## config.mk

```make
export PLATFORM = sky130hd
export DESIGN_NAME = spi_reg_slave
export DESIGN_NICKNAME = d
export VERILOG_FILES = /design/src/rtl/spi_reg_slave.sv
export SDC_FILE = /design/constraint.sdc
export NUM_CORES = 1
export LEC_CHECK = 0
export CORE_ASPECT_RATIO = 0.9
export CORE_MARGIN = 2
export CORE_UTILIZATION = 45
export DETAILED_ROUTE_END_ITERATION = 10
export PLACE_DENSITY = 0.68
export SETUP_SLACK_MARGIN = 0.02
export SLEW_MARGIN = 20
export SYNTH_ARGS = -nofsm -noshare
export SYNTH_HDL_FRONTEND = slang
export SYNTH_SLANG_ARGS = --single-unit
```

## constraint.sdc

```tcl
create_clock -name clk -period 4.5 [get_ports clk]
set_input_delay 1.125 -clock clk [delete_from_list [all_inputs] [get_ports clk]]
set_output_delay 1.125 -clock clk [all_outputs]
set_load 0.02 [all_outputs]
```

## src/rtl/spi_reg_slave.sv

```systemverilog
// SPI mode-0 write-only register slave: synchronizes the SPI pins into clk, deframes
// 16-bit write frames and updates the five PWM control registers.
module spi_reg_slave #(
    parameter int unsigned SYNC_STAGES = 2,
    parameter int unsigned MAX_ADDR    = 4
) (
    input  logic       clk,
    input  logic       rst_n,
    input  logic       sclk,
    input  logic       copi,
    input  logic       ncs,
    output logic [7:0] en_reg_out_7_0,
    output logic [7:0] en_reg_out_15_8,
    output logic [7:0] en_reg_pwm_7_0,
    output logic [7:0] en_reg_pwm_15_8,
    output logic [7:0] pwm_duty_cycle,
    output logic       wr_strobe,
    output logic       frame_err
);
    localparam int unsigned FRAME_BITS = 16;
    localparam int unsigned CNT_W      = 5;
    localparam int unsigned CNT_MAX    = 17;
    localparam int unsigned NUM_REGS   = 5;

    typedef enum logic [1:0] {
        IDLE,
        SHIFT,
        COMMIT
    } state_t;

    state_t state, state_next;

    logic [SYNC_STAGES-1:0] sclk_sync, copi_sync, ncs_sync, fill;
    logic                   sclk_prev, ncs_prev, armed;
    logic [FRAME_BITS-1:0]  shift_reg;
    logic [CNT_W-1:0]       bit_cnt;
    logic                   sclk_s, copi_s, ncs_s;
    logic                   sclk_rise_c, ncs_rise_c, ncs_fall_c;
    logic                   addr_ok_c, commit_wr_c, commit_err_c;
    logic [6:0]             addr_c;

    assign sclk_s = sclk_sync[SYNC_STAGES-1];
    assign copi_s = copi_sync[SYNC_STAGES-1];
    assign ncs_s  = ncs_sync[SYNC_STAGES-1];

    // fill marks when the ncs chain holds real pin samples; armed blocks a spurious
    // falling edge when ncs is already low as reset releases.
    always_ff @(posedge clk or negedge rst_n) begin
        if (!rst_n) begin
            sclk_sync <= '0;
            copi_sync <= '0;
            ncs_sync  <= '1;
            fill      <= '0;
            sclk_prev <= 1'b0;
            ncs_prev  <= 1'b1;
            armed     <= 1'b0;
        end else begin
            sclk_sync <= {sclk_sync[SYNC_STAGES-2:0], sclk};
            copi_sync <= {copi_sync[SYNC_STAGES-2:0], copi};
            ncs_sync  <= {ncs_sync[SYNC_STAGES-2:0], ncs};
            fill      <= {fill[SYNC_STAGES-2:0], 1'b1};
            sclk_prev <= sclk_s;
            ncs_prev  <= ncs_s;
            armed     <= armed | (fill[SYNC_STAGES-1] & ncs_s);
        end
    end

    assign sclk_rise_c = sclk_s & ~sclk_prev;
    assign ncs_rise_c  = ncs_s & ~ncs_prev;
    assign ncs_fall_c  = armed & ncs_prev & ~ncs_s;

    assign addr_c    = shift_reg[14:8];
    assign addr_ok_c = (32'(addr_c) <= MAX_ADDR) && (32'(addr_c) < NUM_REGS);

    always_ff @(posedge clk or negedge rst_n) begin
        if (!rst_n) begin
            state <= IDLE;
        end else begin
            state <= state_next;
        end
    end

    always_comb begin
        state_next   = state;
        commit_wr_c  = 1'b0;
        commit_err_c = 1'b0;
        case (state)
            IDLE: begin
                if (ncs_fall_c) begin
                    state_next = SHIFT;
                end
            end
            SHIFT: begin
                if (ncs_rise_c) begin
                    state_next = COMMIT;
                end
            end
            COMMIT: begin
                state_next = IDLE;
                if (bit_cnt != CNT_W'(FRAME_BITS)) begin
                    commit_err_c = 1'b1;
                end else if (shift_reg[15] && addr_ok_c) begin
                    commit_wr_c = 1'b1;
                end
            end
            default: state_next = IDLE;
        endcase
    end

    // Frame shifter; an ncs rise in the same cycle as an sclk rise wins.
    always_ff @(posedge clk or negedge rst_n) begin
        if (!rst_n) begin
            shift_reg <= '0;
            bit_cnt   <= '0;
        end else if (state == IDLE && ncs_fall_c) begin
            shift_reg <= '0;
            bit_cnt   <= '0;
        end else if (state == SHIFT && sclk_rise_c && !ncs_rise_c) begin
            shift_reg <= {shift_reg[FRAME_BITS-2:0], copi_s};
            if (bit_cnt != CNT_W'(CNT_MAX)) begin
                bit_cnt <= bit_cnt + CNT_W'(1);
            end
        end
    end

    always_ff @(posedge clk or negedge rst_n) begin
        if (!rst_n) begin
            en_reg_out_7_0  <= 8'h00;
            en_reg_out_15_8 <= 8'h00;
            en_reg_pwm_7_0  <= 8'h00;
            en_reg_pwm_15_8 <= 8'h00;
            pwm_duty_cycle  <= 8'h00;
            wr_strobe       <= 1'b0;
            frame_err       <= 1'b0;
        end else begin
            wr_strobe <= commit_wr_c;
            frame_err <= commit_err_c;
            if (commit_wr_c) begin
                case (addr_c)
                    7'd0:    en_reg_out_7_0  <= shift_reg[7:0];
                    7'd1:    en_reg_out_15_8 <= shift_reg[7:0];
                    7'd2:    en_reg_pwm_7_0  <= shift_reg[7:0];
                    7'd3:    en_reg_pwm_15_8 <= shift_reg[7:0];
                    7'd4:    pwm_duty_cycle  <= shift_reg[7:0];
                    default: ;
                endcase
            end
        end
    end

endmodule
```

==> impl_results.md, run 1 <==
- Status: completed
- DR iter-0 viols: 104
- Avg Vias per Cell: 5.18
- WL/cell: 16.2 um
- Clk slew on worst S/H paths: 70 ps
- Synth top area share: 61.7%
- Max transition margin: 28.4%
- # nets final: 254
- Yosys reg bits: 76
- Die Wd: 89.5 um
- Register area share after synthesis: 64.4%
- Gpl congestion: 0.761
- Internal reg-to-reg setup slack: 2240 ps
- Hold Path End: fill[1]$_DFF_PN0_
- Worst min path class: reg -> reg
- Placed cell area: 3510 sq um
- CP max-delay cell: clkdlybuf4s50_1
- Die Ht: 80.9 um
- Data required time of the worst path: 3380 ps
- Power Density: 337 nW/um^2
- Worst setup margin: 2050 ps
- Setup crit start kind: flop
- Clock Latency Late Sink: 340 ps
- Synth cell types: 32
- Launching point of the worst reg2reg path: ncs_sync[1]$_DFF_PN1_
- Number of hold buffers added after cts: 0
- Hold path cells: 0
- Post-synth top cells: dfrtp_1, mux2_2, a22o_1
- Area contributors post-synth: dfrtp_1, mux2_2, a22o_1
- Hold_sp: fill[0]$_DFF_PN0_
- Top cell family by delay on the critical path: buffers and inverters
- Crit path capture type: primary output
- Max reg flops: 16
- Fin. Hold Viols: 0
- Final Skew: 6.77 ps
- Reg2reg path depth: 5
- Pleak: 0.00173 uW
- Ys Warns: 0
- IO Count: 47
- Core ar.: 6480 sq um
- Initial Util: 45.7%
- Total Die Area: 7240 sq um
- Post-CTS sizing: 0
- GR Util All Layers: 16.9%
- Largest net degree at the start of global routing: 77
- First-pass GRT wire length: 9090 um
- Initial antenna violation count: 0
- Largest area contributor in the netlist: dfrtp_1
- Count of buffers from port buffering: 46
- Most common cell in the synthesized netlist: dfrtp_1
- Predominant post-synthesis flop cell: dfrtp_1
- Area growth syn-to-layout: 24.2%
- WP data arrival: 1320 ps
- Fin. max-slew vios: 0
- Syn Nets: 201
- Detail Placement HPWL: 3470 um
- F_max: 409 MHz
- RSZ-0062 raised after global routing: false
- Final Cycle Share: 54.4%
- Worst path cell trace: clkdlybuf4s50_1
- Via count: 1766
- ANT nets after route: 0
- Bufs and invs on worst path: 1
- Critical path class: reg -> out
- Inserted Clock Buffers: 9
- # Max-Cap Violations: 0
- Ys async rst share: 100%
- Setup Buffers After CTS: 0
- Cell Area, Synth: 2960 sq um
- First-pass DRT Iterations: 4
- Worst Path Max Fanout: 2
- End of the worst register-to-register path: shift_reg[1]$_DFFE_PN0P_
- Pin slew with the least headroom to its limit: 1070 ps
- Clock sink count: 76
- Maximum buffer depth of the clock tree: 2
- Crit path largest cell delay: 610 ps
- Routed WL: 5510 um
- Endpoints failing setup: 0
- Syn_area_per_cell: 15.3 sq um
- Worst VDD drop: 0.194 mV
- Root Buffer: clkbuf_8
- H-Tree Depth: 3
- TritonCTS clock tree: built
- Vias in the first global route: 1763
- GRT Residual Overflow: 0
- DR DRC count: 0
- # diodes: 0
- Setup TNS: 0 ps
- Share of cells above drive strength 1: 27.9%
- Post-synth EDFFs: 0
- Row cnt: 28
- Synthesized instance count: 193
- Place WS: 2270 ps
- Final Instance Area: 3670 sq um
- Fin crit period: 2450 ps
kinds of logic after synthesis:
logic type                 Yosys count  synth area share (%)
and+or+nand+nor                     37                  9.85
buffers and inverters                9                  1.69
other                                1                 0.127
AOI/OAI and AO/OA                   24                  6.47
DFF                                 76                  64.4
xor gates and xnor gates             2                 0.592
adders and majority gates            3                  1.27
muxes                               41                  15.6
layout make-up:
type / count / area, sq um
fillers: 542 / 2810
multi-input cells: 108 / 1000
inverters: 3 / 11.3
clock inverters: 6 / 41.3
well taps: 90 / 113
flip-flops and latches: 76 / 1910
clock buffers: 10 / 128
repair buffers: 48 / 473
power by group:
group	internal, uW	switching (uW)
Combinational	28.2	39.6
Sequential	703	26.3
Clock	199	244
Total	930	310
per-layer routing:
metal | up-vias | GRT usage [%] | wire length (um) | part of all wire, %
met5 | - | 0 | 0 | 0
met4 | 0 | 8.06 | 85 | 1.5
met3 | 8 | 3.35 | 198 | 3.6
met2 | 38 | 23.2 | 2480 | 45
met1 | 902 | 25.7 | 2750 | 50
li1 | 818 | - | - | -
how the worst max path moves through the flow:
stage	start	to	slack, ps	cells after the start
final	en_reg_out_7_0[0]$_DFFE_PN0P_	en_reg_out_7_0[0]	2050	1
after CTS	pwm_duty_cycle[7]$_DFFE_PN0P_	pwm_duty_cycle[7]	2040	1
after global routing	en_reg_pwm_15_8[2]$_DFFE_PN0P_	en_reg_pwm_15_8[2]	2000	1
after detailed placement	ncs_sync[1]$_DFF_PN1_	shift_reg[1]$_DFFE_PN0P_	2270	5
after global placement	ncs_sync[1]$_DFF_PN1_	shift_reg[11]$_DFFE_PN0P_	2350	5
after floorplan	bit_cnt[0]$_DFFE_PN0P_	en_reg_out_15_8[0]$_DFFE_PN0P_	2880	6
stage by stage:
stage / std cells / power, uW / hold WS [ps] / utilization, %
5_1_grt: 341 / 1300 / 364 / 56.7
2_1_floorplan: 193 / 778 / 331 / -
3_3_place_gp: 325 / 809 / 333 / 54.1
4_1_cts: 341 / 1260 / 358 / 56.7
6_report: 341 / 1240 / 352 / 56.7
3_5_place_dp: 325 / 812 / 341 / 54.1
layout by cell type, fill, tap and decap left out, types with 2 or more instances in the layout:
| cell type | n |
|---|---|
| dfrtp_1 | 73 |
| clkdlybuf4s50_1 | 45 |
| mux2_2 | 41 |
| a22o_1 | 16 |
| clkbuf_8 | 9 |
| nor2_1 | 7 |
| nand4_2 | 5 |
| nor3_1 | 4 |
| inv_1 | 3 |
| nor4bb_1 | 3 |
| nand2_1 | 3 |
| a21oi_1 | 3 |
| ha_1 | 3 |
| clkinvlp_4 | 3 |
| buf_4 | 3 |
| dfstp_2 | 3 |
| nor3b_1 | 2 |
| nor4_4 | 2 |
| nand3_1 | 2 |
| xnor2_1 | 2 |
| and3b_1 | 2 |
| nor4b_1 | 2 |
| clkinv_2 | 2 |
No activity file was read; power rests on OpenSTA's default activity.
==> inputs of run 2 (changes only) <==
Clock period 4.5 ns to 2.3 ns, I/O delays scaled along.
==> run 2 against run 1 <==
Clock skew up 2.2 ps. Critical path depth rose by 5. Combinational power rose by 110%. Die area did not move. Routed wire length increased by 1.4%. Non-clock buffer count is 3 higher. Clock-buffer cell count increased by 1. Clock power up 150%. Via count is 1.2% higher. Largest power group unchanged.
==> impl_results.md, run 2 (synthesized netlist as in run 1, its figures left out) <==
- Worst Path Max Fanout: 8 (+6)
- DR iter-0 viols: 147 (+41%)
- Share of cells above drive strength 1: 28.5% (+0.57 points)
- Root Buffer: clkbuf_8
- Setup Buffers After CTS: 0 (unchanged)
- Initial Util: 45.7% (unchanged)
- Maximum buffer depth of the clock tree: 2 (unchanged)
- Inserted Clock Buffers: 9 (unchanged)
- Place WS: 374 ps (-1890 ps)
- Largest net degree at the start of global routing: 48 (-38%)
- GRT Residual Overflow: 0 (unchanged)
- Critical path class: reg -> reg
- WP data arrival: 2180 ps (+860 ps)
- Final Cycle Share: 84.9%
- Die Wd: 89.5 um (unchanged)
- Die Ht: 80.9 um (unchanged)
- Max reg flops: 16 (unchanged)
- Area growth syn-to-layout: 26.9%
- Power Density: 710 nW/um^2 (+110%)
- Number of hold buffers added after cts: 0 (unchanged)
- Pleak: 0.00178 uW (+2.9%)
- Fin. Hold Viols: 0 (unchanged)
- ANT nets after route: 0 (unchanged)
- Routed WL: 5590 um (+1.4%)
- Clock sink count: 76 (unchanged)
- Count of buffers from port buffering: 46 (unchanged)
- Gpl congestion: 0.750 (-1.4%)
- Worst setup margin: 346 ps (-1710 ps)
- GR Util All Layers: 17.3% (+0.40 points)
- # nets final: 257 (+1.2%)
- Fin. max-slew vios: 0 (unchanged)
- Setup TNS: 0 ps (unchanged)
- Fin crit period: 1950 ps
- Endpoints failing setup: 0 (unchanged)
- Via count: 1787 (+1.2%)
- Clk slew on worst S/H paths: 80 ps (about the same)
- Most frequent cells in the layout: dfrtp_1, clkdlybuf4s50_1, mux2_2
- IO Count: 47 (unchanged)
- Final Skew: 8.93 ps (+2.16 ps)
- First-pass GRT wire length: 9060 um (-0.38%)
- Final hold slack: 152 ps (-200 ps)
- Setup crit start kind: flop
- # Max-Cap Violations: 0 (unchanged)
- Status: completed
- DR DRC count: 0 (unchanged)
- Avg Vias per Cell: 5.21 (+0.60%)
- H-Tree Depth: 3 (unchanged)
- Vias in the first global route: 1726 (-2.1%)
- Max transition margin: 32.7% (+4.3 points)
- First-pass DRT Iterations: 4 (unchanged)
- Pin slew with the least headroom to its limit: 1010 ps (-64.7 ps)
- Total Die Area: 7240 sq um (unchanged)
- Worst VDD drop: 0.317 mV (+63%)
- Row cnt: 28 (unchanged)
- TritonCTS clock tree: built
- Data required time of the worst path: 2530 ps (-850 ps)
- # diodes: 0 (unchanged)
- Crit path capture type: flop
- Most common cell after layout, fill and taps aside: dfrtp_1
- Detail Placement HPWL: 3490 um (+0.34%)
- WL/cell: 16.3 um (+0.79%)
- Fill count: 520 (-4.1%)
- RSZ-0062 raised after global routing: false
- Initial antenna violation count: 0 (unchanged)
- Clock Latency Late Sink: 340 ps (about the same)
- F_max: 512 MHz
- Post-CTS sizing: 0 (unchanged)
- Core ar.: 6480 sq um (unchanged)
- Worst min path class: in -> async
## run 2: changes by cell type in the layout (fill, tap and decap cells not counted), sizes merged
cell      before  now
clkbuf        10   11
bufinv         0    2
clkinv         3    2
clkinvlp       3    0
buf            3    6
## run 2: final cells by class
type / instances / area, sq um / share of cell area, %
clock buffers: 11 / 141 / 3.76
inverters: 3 / 11.3 / 0.300
clock inverters: 4 / 73.8 / 1.97
multi-input cells: 108 / 1000 / 26.7
well taps: 90 / 113 / 3.00
repair buffers: 51 / 508 / 13.5
flip-flops and latches: 76 / 1910 / 50.7
## run 2: stage by stage
| stage | util (%) | power, uW | cell area (sq um) | instances |
|---|---|---|---|---|
| global route | 58.0 | 2780 | 3760 | 343 |
| CTS | 58.0 | 2690 | 3760 | 343 |
| global placement | 54.6 | 1590 | 3540 | 328 |
| finish | 58.0 | 2670 | 3760 | 343 |
| detailed placement | 54.6 | 1590 | 3540 | 328 |
| floorplan | - | 1520 | 2960 | 193 |
## run 2: path summary, 6_finish.rpt
kind	start	endpoint	slack, ps	cells past startpoint
setup / recovery	bit_cnt[1]$_DFFE_PN0P_	en_reg_pwm_7_0[0]$_DFFE_PN0P_	350	6
min in group clk	sclk_sync[0]$_DFF_PN0_	sclk_sync[1]$_DFF_PN0_	350	0
setup reg to reg	bit_cnt[1]$_DFFE_PN0P_	en_reg_pwm_7_0[0]$_DFFE_PN0P_	350	6
hold / removal	rst_n	fill[0]$_DFF_PN0_	150	1
hold reg to reg	sclk_sync[0]$_DFF_PN0_	sclk_sync[1]$_DFF_PN0_	350	0
max in group asynchronous	rst_n	shift_reg[9]$_DFFE_PN0P_	1570	2
## run 2: critical path, cell delays in order (launching register included)
cell and delay, ps:
dfrtp_1 400, inv_1 110, ha_1 150, nor4bb_1 220
buf_4 220, nand4_2 330, mux2_2 400
## run 2: per-layer routing
metal	up-vias	GRT usage, %	part of all wire (%)
li1	825	-	-
met1	919	26.6	50
met2	33	22.9	45
met3	10	3.15	3.0
met4	0	9.85	2.5
met5	-	0	0
## run 2: report_power, final
part	switching [uW]	internal (uW)	total, uW
sequential	49.6	1380	1430
clock	464	635	1100
combinational	82.4	60.1	143
total	596	2070	2670
==> inputs of run 3 (changes only) <==
Settings changed: PLACE_DENSITY 0.68 to 0.71.
Clock period 2.3 ns to 1.6 ns, I/O delays scaled along.
==> run 3 against run 2 <==
The run now ends with negative setup slack left. Sequential power up 42%. Total power up 39%. Combinational power rose to 2.8 times the previous value. Critical path depth is 1 lower. Design area rose by 9.5%. Setup slack got worse by 440 ps. First-iteration DRC count decreased by 28%. Clock skew decreased by 2.5 ps. Non-clock buffer count rose by 34.
==> impl_results.md, run 3 (synthesized netlist as in run 1, its figures left out) <==
- Bufs and invs on worst path: 2 (unchanged)
- End of the worst register-to-register path: pwm_duty_cycle[0]$_DFFE_PN0P_
- Max reg flops: 16 (unchanged)
- Most frequent cells in the layout: dfrtp_1, dlygate4sd2_1, mux2_2
- H-Tree Depth: 3 (unchanged)
- Multi-input logic area: 1150 sq um (+15%)
- Root Buffer: clkbuf_8
- # nets final: 291 (+13%)
- ANT nets after route: 0 (unchanged)
- Largest net degree at the start of global routing: 77 (+60%)
- Status: finished with violations
- Setup TNS: -1850 ps (-1850 ps)
- Total Die Area: 7240 sq um (unchanged)
- Die Ht: 80.9 um (unchanged)
- DR DRC count: 0 (unchanged)
- WL/cell: 15.9 um (-2.2%)
- Internal reg-to-reg setup slack: -100 ps (-440 ps)
- Worst setup margin: -96.7 ps (-443 ps)
- Place WS: -282 ps (-656 ps)
- GR Util All Layers: 18.6% (+1.3 points)
- Crit path capture type: flop
- Pleak: 0.00214 uW (+20%)
- Gpl congestion: 0.746 (-0.57%)
- Worst VDD drop: 0.717 mV (+130%)
- Count of buffers from port buffering: 46 (unchanged)
- Area growth syn-to-layout: 39.0%
- Placed cell area: 3790 sq um (+7.1%)
- First-pass DRT Iterations: 4 (unchanged)
- Detail Placement HPWL: 3760 um (+8.0%)
- Reg2reg path depth: 5 (-1)
- Critical path class: reg -> reg
- Die Wd: 89.5 um (unchanged)
- GRT Residual Overflow: 0 (unchanged)
- Data required time of the worst path: 1840 ps (-690 ps)
- IO Count: 47 (unchanged)
- Initial Util: 45.7% (unchanged)
- DR iter-0 viols: 106 (-28%)
- Violated checks: negative setup slack
- Setup crit start kind: flop
- Core ar.: 6480 sq um (unchanged)
- Routed WL: 6030 um (+7.8%)
- Clk slew on worst S/H paths: 80 ps (about the same)
- Inserted Clock Buffers: 9 (unchanged)
- Clock sink count: 76 (unchanged)
- Initial antenna violation count: 0 (unchanged)
- Final hold slack: 64.5 ps (-87.9 ps)
- Clock Latency Late Sink: 350 ps (about the same)
- Worst path cell trace: buf_4 -> and3b_2 -> nand4_4 -> buf_6 -> mux2_4
- # diodes: 0 (unchanged)
- Worst Path Max Fanout: 5 (-3)
- Final Skew: 6.42 ps (-2.51 ps)
- Crit path largest cell delay: 410 ps (about the same)
- Worst min path class: in -> async
- RSZ-0062 raised after global routing: true
- F_max: 589 MHz (+15%)
- Fin. Hold Viols: 0 (unchanged)
- Fin. max-slew vios: 0 (unchanged)
- Final Instance Area: 4110 sq um (+9.5%)
- Power Density: 901 nW/um^2 (+27%)
- Top cell family by delay on the critical path: simple AND/OR/NAND/NOR gates
- Fill count: 492 (-5.4%)
- Fin crit period: 1700 ps (-257 ps)
- Launching point of the worst reg2reg path: state[0]$_DFFE_PN0P_
- Number of hold buffers added after cts: 0 (unchanged)
- Vias in the first global route: 1968 (+14%)
- Maximum buffer depth of the clock tree: 2 (unchanged)
- Row cnt: 28 (unchanged)
- Most common cell after layout, fill and taps aside: dfrtp_1
- # Max-Cap Violations: 0 (unchanged)
- Share of cells above drive strength 1: 43.8% (+15 points)
- Avg Vias per Cell: 5.10 (-2.2%)
- Final Cycle Share: 106% (+21 points)
- Endpoints failing setup: 40 (+40)
- Via count: 1927 (+7.8%)
- FF/Latch Area: 1910 sq um (about the same)
- TritonCTS clock tree: built
- WP data arrival: 1940 ps (-240 ps)
- First-pass GRT wire length: 9960 um (+9.9%)
- CP max-delay cell: dfrtp_1
- Pwr Total: 3710 uW (+39%)
run 3: area by class of cell:
cell class / count / share of cell area (%)
clock buffer: 9 / 3.01
clock inverter: 7 / 1.06
inverter: 3 / 0.274
multi-input combinational: 108 / 28.0
sequential: 76 / 46.4
tap: 90 / 2.74
timing repair buffer: 85 / 18.5
run 3: what timing repair did:
item | in CTS | in global routing
resized for setup | 64 | 14
endpoints found under the hold margin | 0 | 0
setup endpoints to repair | 99 | 59
buffers inserted | 1 | 4
pin swaps | 0 | 2
run 3: worst reg2reg max path, cell delays in order (launching register included):
cell and delay [ps]:
dfrtp_1 410, buf_4 150, and3b_2 390, nand4_4 180, buf_6 170, mux2_4 290
run 3: per-stage QoR:
| stage | std cells | util (%) |
|---|---|---|
| global placement | 358 | 58.5 |
| global route | 378 | 63.5 |
| finish | 378 | 63.5 |
| detailed placement | 358 | 58.5 |
| CTS | 375 | 62.2 |
| floorplan | 193 | - |
run 3: power breakdown:
part | total (uW) | switching [uW] | internal [uW]
Sequential | 2030 | 55.0 | 1980
Clock | 1270 | 717 | 553
Combinational | 405 | 195 | 210
run 3: worst max-delay path by stage:
stage,start,endpoint,cells past startpoint
global route,bit_cnt[1]$_DFFE_PN0P_,pwm_duty_cycle[0]$_DFFE_PN0P_,7
CTS,bit_cnt[1]$_DFFE_PN0P_,en_reg_pwm_15_8[0]$_DFFE_PN0P_,6
global placement,bit_cnt[1]$_DFFE_PN0P_,en_reg_pwm_15_8[3]$_DFFE_PN0P_,6
floorplan,bit_cnt[0]$_DFFE_PN0P_,en_reg_out_15_8[0]$_DFFE_PN0P_,6
detailed placement,bit_cnt[1]$_DFFE_PN0P_,en_reg_pwm_15_8[2]$_DFFE_PN0P_,6
finish,state[0]$_DFFE_PN0P_,pwm_duty_cycle[0]$_DFFE_PN0P_,5
run 3: metal layers:
layer,global-route usage (%),wire length (um),vias up,part of all wire [%]
met3,6.30,312,9,5.2
met4,6.57,76,0,1.3
met5,0,0,-,0
met2,26.4,2790,40,46
met1,26.8,2840,988,47
li1,-,-,890,-
